## config.mk

```make
export PLATFORM = sky130hd
export DESIGN_NAME = hazard_forward_ctrl
export DESIGN_NICKNAME = d
export VERILOG_FILES = /design/src/rtl/hazard_forward_ctrl.sv
export SDC_FILE = /design/constraint.sdc
export NUM_CORES = 1
export LEC_CHECK = 0
export CAP_MARGIN = 10
export CORE_MARGIN = 2
export CORE_UTILIZATION = 52
export CTS_CLUSTER_DIAMETER = 30
export DETAILED_ROUTE_END_ITERATION = 8
export HOLD_SLACK_MARGIN = 0.12
export PLACE_DENSITY = 0.88
export SLEW_MARGIN = 0
export SYNTH_ARGS = -nofsm -noshare
export SYNTH_HDL_FRONTEND = slang
export SYNTH_SLANG_ARGS = --single-unit
```

## constraint.sdc

```tcl
create_clock -name clk_i -period 2.6 [get_ports clk_i]
set_clock_uncertainty 0.1 [all_clocks]
set_input_delay 0.39 -clock clk_i [delete_from_list [all_inputs] [get_ports clk_i]]
set_output_delay 0.39 -clock clk_i [all_outputs]
set_load 0.01 [all_outputs]
```

## src/rtl/hazard_forward_ctrl.sv

```systemverilog
// Hazard and forwarding controller for the 5-stage pipeline.
// A private shadow of ID/EX, EX/MEM and MEM/WB destination info drives the
// EX operand forwarding selects and the stall/bubble/flush/freeze controls.

// Forwarding select for one EX operand. EX/MEM takes precedence over MEM/WB.
module hfc_fwd_sel #(
  parameter int REG_ADDR_W = 5
) (
  input  logic                  ex_valid,
  input  logic                  use_src,
  input  logic [REG_ADDR_W-1:0] src,
  input  logic                  mem_valid,
  input  logic                  mem_regwrite,
  input  logic [REG_ADDR_W-1:0] mem_rd,
  input  logic                  wb_valid,
  input  logic                  wb_regwrite,
  input  logic [REG_ADDR_W-1:0] wb_rd,
  output logic [1:0]            sel
);
  logic mem_hit, wb_hit;

  // Register 0 is hardwired, so a write to it never produces a forward.
  assign mem_hit = mem_valid && mem_regwrite && (mem_rd != '0) && (mem_rd == src);
  assign wb_hit  = wb_valid  && wb_regwrite  && (wb_rd  != '0) && (wb_rd  == src);

  // Pick the youngest producer; an empty EX slot or unused operand reads the register file.
  always_comb begin
    sel = 2'b00;
    if (ex_valid && use_src) begin
      if (mem_hit)     sel = 2'b10;
      else if (wb_hit) sel = 2'b01;
    end
  end
endmodule

module hazard_forward_ctrl #(
  parameter int REG_ADDR_W = 5,
  parameter int CNT_W      = 16
) (
  input  logic                  clk_i,
  input  logic                  rst_i,
  input  logic                  id_valid_i,
  input  logic [REG_ADDR_W-1:0] id_rs_i,
  input  logic [REG_ADDR_W-1:0] id_rt_i,
  input  logic                  id_use_rs_i,
  input  logic                  id_use_rt_i,
  input  logic [REG_ADDR_W-1:0] id_rd_i,
  input  logic                  id_regwrite_i,
  input  logic                  id_memread_i,
  input  logic                  branch_taken_i,
  input  logic                  mem_stall_i,
  output logic [1:0]            fwdA_o,
  output logic [1:0]            fwdB_o,
  output logic                  pc_hold_o,
  output logic                  ifid_hold_o,
  output logic                  idex_bubble_o,
  output logic                  ifid_flush_o,
  output logic                  pipe_freeze_o,
  output logic [CNT_W-1:0]      stall_cnt_o
);
  localparam int NUM_OPS = 2;

  // EX needs the full source view; later stages only matter as producers.
  typedef struct packed {
    logic                  valid;
    logic [REG_ADDR_W-1:0] rs;
    logic [REG_ADDR_W-1:0] rt;
    logic                  use_rs;
    logic                  use_rt;
    logic [REG_ADDR_W-1:0] rd;
    logic                  regwrite;
    logic                  memread;
  } ex_stage_t;

  typedef struct packed {
    logic                  valid;
    logic [REG_ADDR_W-1:0] rd;
    logic                  regwrite;
  } dst_stage_t;

  ex_stage_t  s_ex;
  dst_stage_t s_mem, s_wb;
  logic       lu;

  logic [NUM_OPS-1:0][REG_ADDR_W-1:0] op_src;
  logic [NUM_OPS-1:0]                 op_use;
  logic [NUM_OPS-1:0][1:0]            op_sel;

  // Load in EX whose result the ID instruction needs: one bubble is unavoidable.
  assign lu = s_ex.valid && s_ex.memread && s_ex.regwrite && (s_ex.rd != '0) &&
              id_valid_i &&
              ((id_use_rs_i && (id_rs_i == s_ex.rd)) ||
               (id_use_rt_i && (id_rt_i == s_ex.rd)));

  // Shadow pipeline and saturating stall counter; memory stall freezes everything.
  always_ff @(posedge clk_i) begin
    if (rst_i) begin
      s_ex        <= '0;
      s_mem       <= '0;
      s_wb        <= '0;
      stall_cnt_o <= '0;
    end else if (!mem_stall_i) begin
      s_wb  <= s_mem;
      s_mem <= '{valid: s_ex.valid, rd: s_ex.rd, regwrite: s_ex.regwrite};
      s_ex  <= '{valid: id_valid_i && !lu, rs: id_rs_i, rt: id_rt_i,
                 use_rs: id_use_rs_i, use_rt: id_use_rt_i, rd: id_rd_i,
                 regwrite: id_regwrite_i, memread: id_memread_i};
      if (lu && (stall_cnt_o != '1))
        stall_cnt_o <= stall_cnt_o + CNT_W'(1);
    end
  end

  assign op_src = {s_ex.rt, s_ex.rs};
  assign op_use = {s_ex.use_rt, s_ex.use_rs};

  for (genvar g = 0; g < NUM_OPS; g++) begin : g_op
    hfc_fwd_sel #(.REG_ADDR_W(REG_ADDR_W)) u_sel (
      .ex_valid     (s_ex.valid),
      .use_src      (op_use[g]),
      .src          (op_src[g]),
      .mem_valid    (s_mem.valid),
      .mem_regwrite (s_mem.regwrite),
      .mem_rd       (s_mem.rd),
      .wb_valid     (s_wb.valid),
      .wb_regwrite  (s_wb.regwrite),
      .wb_rd        (s_wb.rd),
      .sel          (op_sel[g])
    );
  end

  // Control outputs: reset forces idle, then mem stall > load-use > taken branch.
  always_comb begin
    fwdA_o        = 2'b00;
    fwdB_o        = 2'b00;
    pc_hold_o     = 1'b0;
    ifid_hold_o   = 1'b0;
    idex_bubble_o = 1'b0;
    ifid_flush_o  = 1'b0;
    pipe_freeze_o = 1'b0;
    if (!rst_i) begin
      fwdA_o = op_sel[0];
      fwdB_o = op_sel[1];
      if (mem_stall_i) begin
        pipe_freeze_o = 1'b1;
        pc_hold_o     = 1'b1;
        ifid_hold_o   = 1'b1;
      end else if (lu) begin
        pc_hold_o     = 1'b1;
        ifid_hold_o   = 1'b1;
        idex_bubble_o = 1'b1;
      end else begin
        ifid_flush_o  = branch_taken_i;
      end
    end
  end
endmodule

```

* Word-level counts from Yosys, hierarchy flattened
Cells that the tools add are included.
** Operators by class
- Add/subtract/negate cells :: 1
- Multiply operators :: 0
- Divide/modulo/power cells :: 0
- Order comparisons :: 0
- Eq/ne operators :: 7
- Shift operators :: 0
- Muxes and demuxes :: 18
- Bitwise gates (word level) :: 1
- Reduce and logical (&&, ||, !) cells :: 25
** Operators by type and width (count)
- equality test 5 bit :: 6
- logical AND 1 bit :: 19
- adder 16 x 1 -> 16 bit, second input constant :: 1
- inequality test 16 bit, second input constant :: 1
- nonzero test 5 bit :: 3
- two-way mux 1 bit :: 12
- two-way mux 2 bit :: 6
- AND reduction 2 bit :: 1
- logical NOT 1 bit :: 1
- logical OR 1 bit :: 1
- inverter 1 bit :: 1
** Storage, ports and cells
- Register bits after elaboration :: 50
- Bits in latches :: 0
- RAM bits :: 0
- Bits in read-only memories :: 0
- Input bits :: 24
- Word-level logic and storage cells :: 67
- Memories :: 0

* Logic depth before layout (Yosys ltp)
Gate-level depths: netlist of the first run.
- Word-level depth :: 8
- Depth in mapped cells :: 7

* Cells and area by module
Synthesis of the first run repeated with hierarchy kept, for this count alone.
** Unflattened totals
- Cells, all modules :: 292
- Area, all modules :: 2611.3 µm²
** Modules (own cells, without submodules)
- hazard_forward_ctrl :: instances 1, cells an instance 244, area an instance 2275.9 µm², seq. area each 1001.0 µm²
- hfc_fwd_sel :: instances 2, cells an instance 24, area an instance 167.7 µm², seq. area each 0.0 µm²

* Worst setup path before layout of the first run
No wires, ideal clock.
- Path kind :: input port to output port
- Start point :: in id_rs_i[4]
- End point :: out pc_hold_o
- Arrival :: 1.706 ns
- Data required time :: 2.110 ns
- Slack :: 0.404 ns
- Stages on the path :: 7
- Path buffers :: 2
- Path through :: xor2_1 -> nor4_4 -> a32oi_4 -> buf_6 -> nor2b_1 -> o21a_1 -> buf_4
** Between the ends
- Cells in the longest elaborated chain, start to end :: 7
** RTL lines
- start, declared :: RTL line 43 : input logic [REG_ADDR_W-1:0] id_rs_i,
- equality test 5 bit :: RTL line 92 : ((id_use_rs_i && (id_rs_i == s_ex.rd)) ||
- logical AND 1 bit :: RTL line 92
- logical OR 1 bit :: RTL line 92
- logical AND 1 bit :: RTL line 91 : id_valid_i &&
- two-way mux 1 bit (3 in a row)
- end, declared :: RTL line 54 : output logic pc_hold_o,
Every way passes these cells.

* Final worst setup path of the first run
- Start point :: reg s_mem[5] in the netlist's numbering
- End point :: out fwdB_o[1]
** Between the ends
- Cells in the longest elaborated chain, start to end :: 6
** RTL lines
- start, declared :: RTL line 82 : dst_stage_t s_mem, s_wb;
- start signal, assigned :: RTL line 104 : s_mem <= '{valid: s_ex.valid, rd: s_ex.rd, regwrite: s_ex.regwrite};
- nonzero test 5 bit :: RTL line 23 : assign mem_hit = mem_valid && mem_regwrite && (mem_rd != '0) && (mem_rd == src);
- logical AND 1 bit :: RTL line 23
- logical AND 1 bit (*) :: RTL line 23
- two-way mux 2 bit (*) :: RTL line 30 : if (mem_hit) sel = 2'b10;
- two-way mux 2 bit (*) :: RTL line 29 : if (ex_valid && use_src) begin
- two-way mux 2 bit (*) :: RTL line 140 : if (!rst_i) begin
- end, declared :: RTL line 53 : output logic [1:0] fwdB_o,
Every way passes the cells marked *; elsewhere a longest branch is shown, timed or not.

==> flow_summary.json, run 1 <==
{
  "synth_seq_cells": 50,
  "wl_um": 6910,
  "yosysTopAreaCellShare": 0.3766,
  "r2r_slack_ns": 0.22,
  "gr-usage-all-layers": 0.2555,
  "slew_violations": 0,
  "fill_cells": 369,
  "synth_top_area_cell": "dfxtp_1",
  "period_needed_ns": 2.547,
  "post-route-drc-count": 0,
  "cp_data_arrival_time_ns": 2.06,
  "slew_headroom": 0.6043,
  "ant_nets": 0,
  "fp.dieH_um": 75.49,
  "critPathKind": "reg2out",
  "layout-drive-gt1-share": 0.1782,
  "power_uw": 1718,
  "yosys_warnings": 0,
  "timing.final.crit_share": 0.9797,
  "netlist_area_mm2": 0.002658,
  "drt-vias-per-instance": 5.823,
  "peakVddDrop_uv": 387.8,
  "yosysSeqAreaShare": 0.3766,
  "tightestPinTransition_ns": 0.5899,
  "synth_nets": 313,
  "dp_hpwl_um": 4600,
  "postSynth.asyncResetShare": 0,
  "portBuffers": 48,
  "p_leak_uw": 0.001423,
  "die_area_mm2": 0.005699,
  "htreeDepth": 2,
  "worst-path-buf-inv": 1,
  "rows": 26,
  "timing.hold.ws_ns": 0.2895,
  "clockBufferDepth": 2,
  "crit_chain": "or4_4, o211ai_1, nor4_1, and3_1, dlygate4sd2_1",
  "synth.avg_cell_area_um2": 9.228,
  "ys.flop_type": "dfxtp_1",
  "fin_nets": 372,
  "syn_inst": 288,
  "grt_pass1_wl_um": 11070,
  "start_util": 0.5305,
  "die_w_um": 75.49,
  "setup_violations": 0,
  "slowest_stage": "or4_4",
  "synthTopCellsByArea": "dfxtp_1 (38%), mux2i_1 (12%), nor2_1 (6.5%), xor2_1 (5.3%), xnor2_1 (4.6%)",
  "yosysUniqueCellTypes": 45,
  "grt_overflow_total": 0,
  "cts-hold-fix-buffers": 0,
  "slowest_delay_ns": 0.54,
  "cp-end-kind": "output port",
  "first_pass_iters": 5,
  "clkSinkCount": 50,
  "drt_iter0_markers": 239,
  "cts_tree": "built",
  "clk_latency_ns": 0.31,
  "status": "finished clean",
  "required_ns": 2.11,
  "max_freq_mhz": 392.6,
  "io_pins": 49,
  "crit_family": "simple AND/OR/NAND/NOR gates",
  "antenna_cells": 0,
  "clkTransAtPathRegs_ns": 0.09,
  "hold_viol": 0,
  "gp_congestion": 0.8997,
  "grt_pass1_vias": 2283,
  "grt_max_degree": 35,
  "max_cap_violations": 0,
  "synth_edf_count": 0,
  "antenna_found_initial": 0,
  "rsz0062_at_grt": "true",
  "p_per_area_mw_per_mm2": 493.6,
  "wl_per_cell_um": 16.53,
  "cts_buffers": 5,
  "cp_max_fo": 2,
  "start_kind": "flip-flop",
  "vias": 2434,
  "area_growth_pct": 30.93,
  "hp-class": "in2reg",
  "core-area_mm2": 0.005010,
  "cts-root-buf": "clkbuf_8"
}
-- power breakdown --
part / switching [uW] / leakage [uW] / internal (uW)
registers: 30.2 / 0.000409 / 790
clock network: 275 / 0.0000714 / 410
logic: 106 / 0.000942 / 105
-- final cells by class --
class | instances | area (um^2) | area share
repair buffers | 66 | 605.6 | 0.1740
clock inverters | 2 | 60.06 | 0.01726
multi-input cells | 222 | 1629 | 0.4682
inverters | 2 | 7.507 | 0.002157
clock buffers | 6 | 82.58 | 0.02373
well taps | 70 | 87.58 | 0.02517
flip-flops and latches | 50 | 1007 | 0.2895
-- metal layers --
layer / up-vias / share of wire / routed length, um / global-route usage
met2: 105 / 0.48 / 3347 / 0.3932
met1: 1157 / 0.44 / 3009 / 0.3508
met4: 0 / 0.022 / 150 / 0.1033
met3: 16 / 0.058 / 403 / 0.05291
li1: 1156 / - / - / -
met5: - / 0 / 0 / 0
-- cell usage after synthesis (all sizes together), types with 3 or more instances --
cell     n
dfxtp   50
nor2    46
mux2i   33
xor2    16
xnor2   14
nor4    12
nand2   11
nand4   11
clkbuf   8
nor2b    8
a21oi    7
buf      6
mux2     6
nand3    6
nor3     5
or3      5
and3     4
and4     4
o41ai    4
or2      4
nor4b    3
o311ai   3
o31ai    3
or4      3
-- worst min-delay path: cells and delay by family --
family	cells	cell delay, ns
buf+inv	1	0.12
mux	1	0.08
simple gates	1	0.08
-- state kept, by name, indices dropped and copies added (netlist names) --
register     cells
op_use           2
op_src          10
stall_cnt_o     16
s_mem            7
s_ex             8
s_wb             7
-- placed cells by master (no fill, tap or decap), drive strengths merged, types with 8 or more instances in the layout --
cell,netlist,layout
buf,6,21
clkdlybuf4s50,0,31
dfxtp,50,50
mux2i,33,33
nand2,11,11
nand4,11,11
nor2,46,46
nor2b,8,8
nor4,12,12
xnor2,14,14
xor2,16,16
-- stage by stage --
step / worst slack (ns) / area (um^2) / cells / utilization / setup TNS (ns)
finish: 0.05279 / 3480 / 418 / 0.6946 / 0
global route: -0.03346 / 3480 / 418 / 0.6946 / -0.04463
CTS: 0.001714 / 3441 / 417 / 0.6868 / 0
detailed placement: -0.3481 / 3269 / 409 / 0.6526 / -2.888
global placement: -0.3560 / 3269 / 409 / 0.6526 / -2.537
floorplan: 0.4036 / 2658 / 288 / - / 0
-- timing repair --
item / CTS / global route
setup buffers: 0 / 1
gates cloned: 0 / 0
resized for setup: 27 / 14
setup endpoints to repair: 8 / 11
pin swaps: 1 / 8
-- final timing paths --
kind,start,to,depth (start not counted)
setup reg to reg,s_ex[6],stall_cnt_o[2],7
setup / recovery,s_mem[5],fwdB_o[1],5
hold / removal,id_rt_i[4],op_src[9],3
hold reg to reg,s_wb[0],s_wb[0],2
-- cells by family after synthesis --
kind of cell,after synthesis,synth area share
muxes,39,0.1497
buffers and inverters,16,0.03060
AOI/OAI and AO/OA,27,0.08475
adders and majority gates,1,0.004707
DFF,50,0.3766
and+or+nand+nor,125,0.2547
xor gates and xnor gates,30,0.09887
No activity file was read; power rests on OpenSTA's default activity.
==> inputs of run 2 (changes only) <==
Settings changed: SLEW_MARGIN 0 to default.
==> results of run 2 <==
The final DEF is identical to that of run 1; final timing and power are the same.
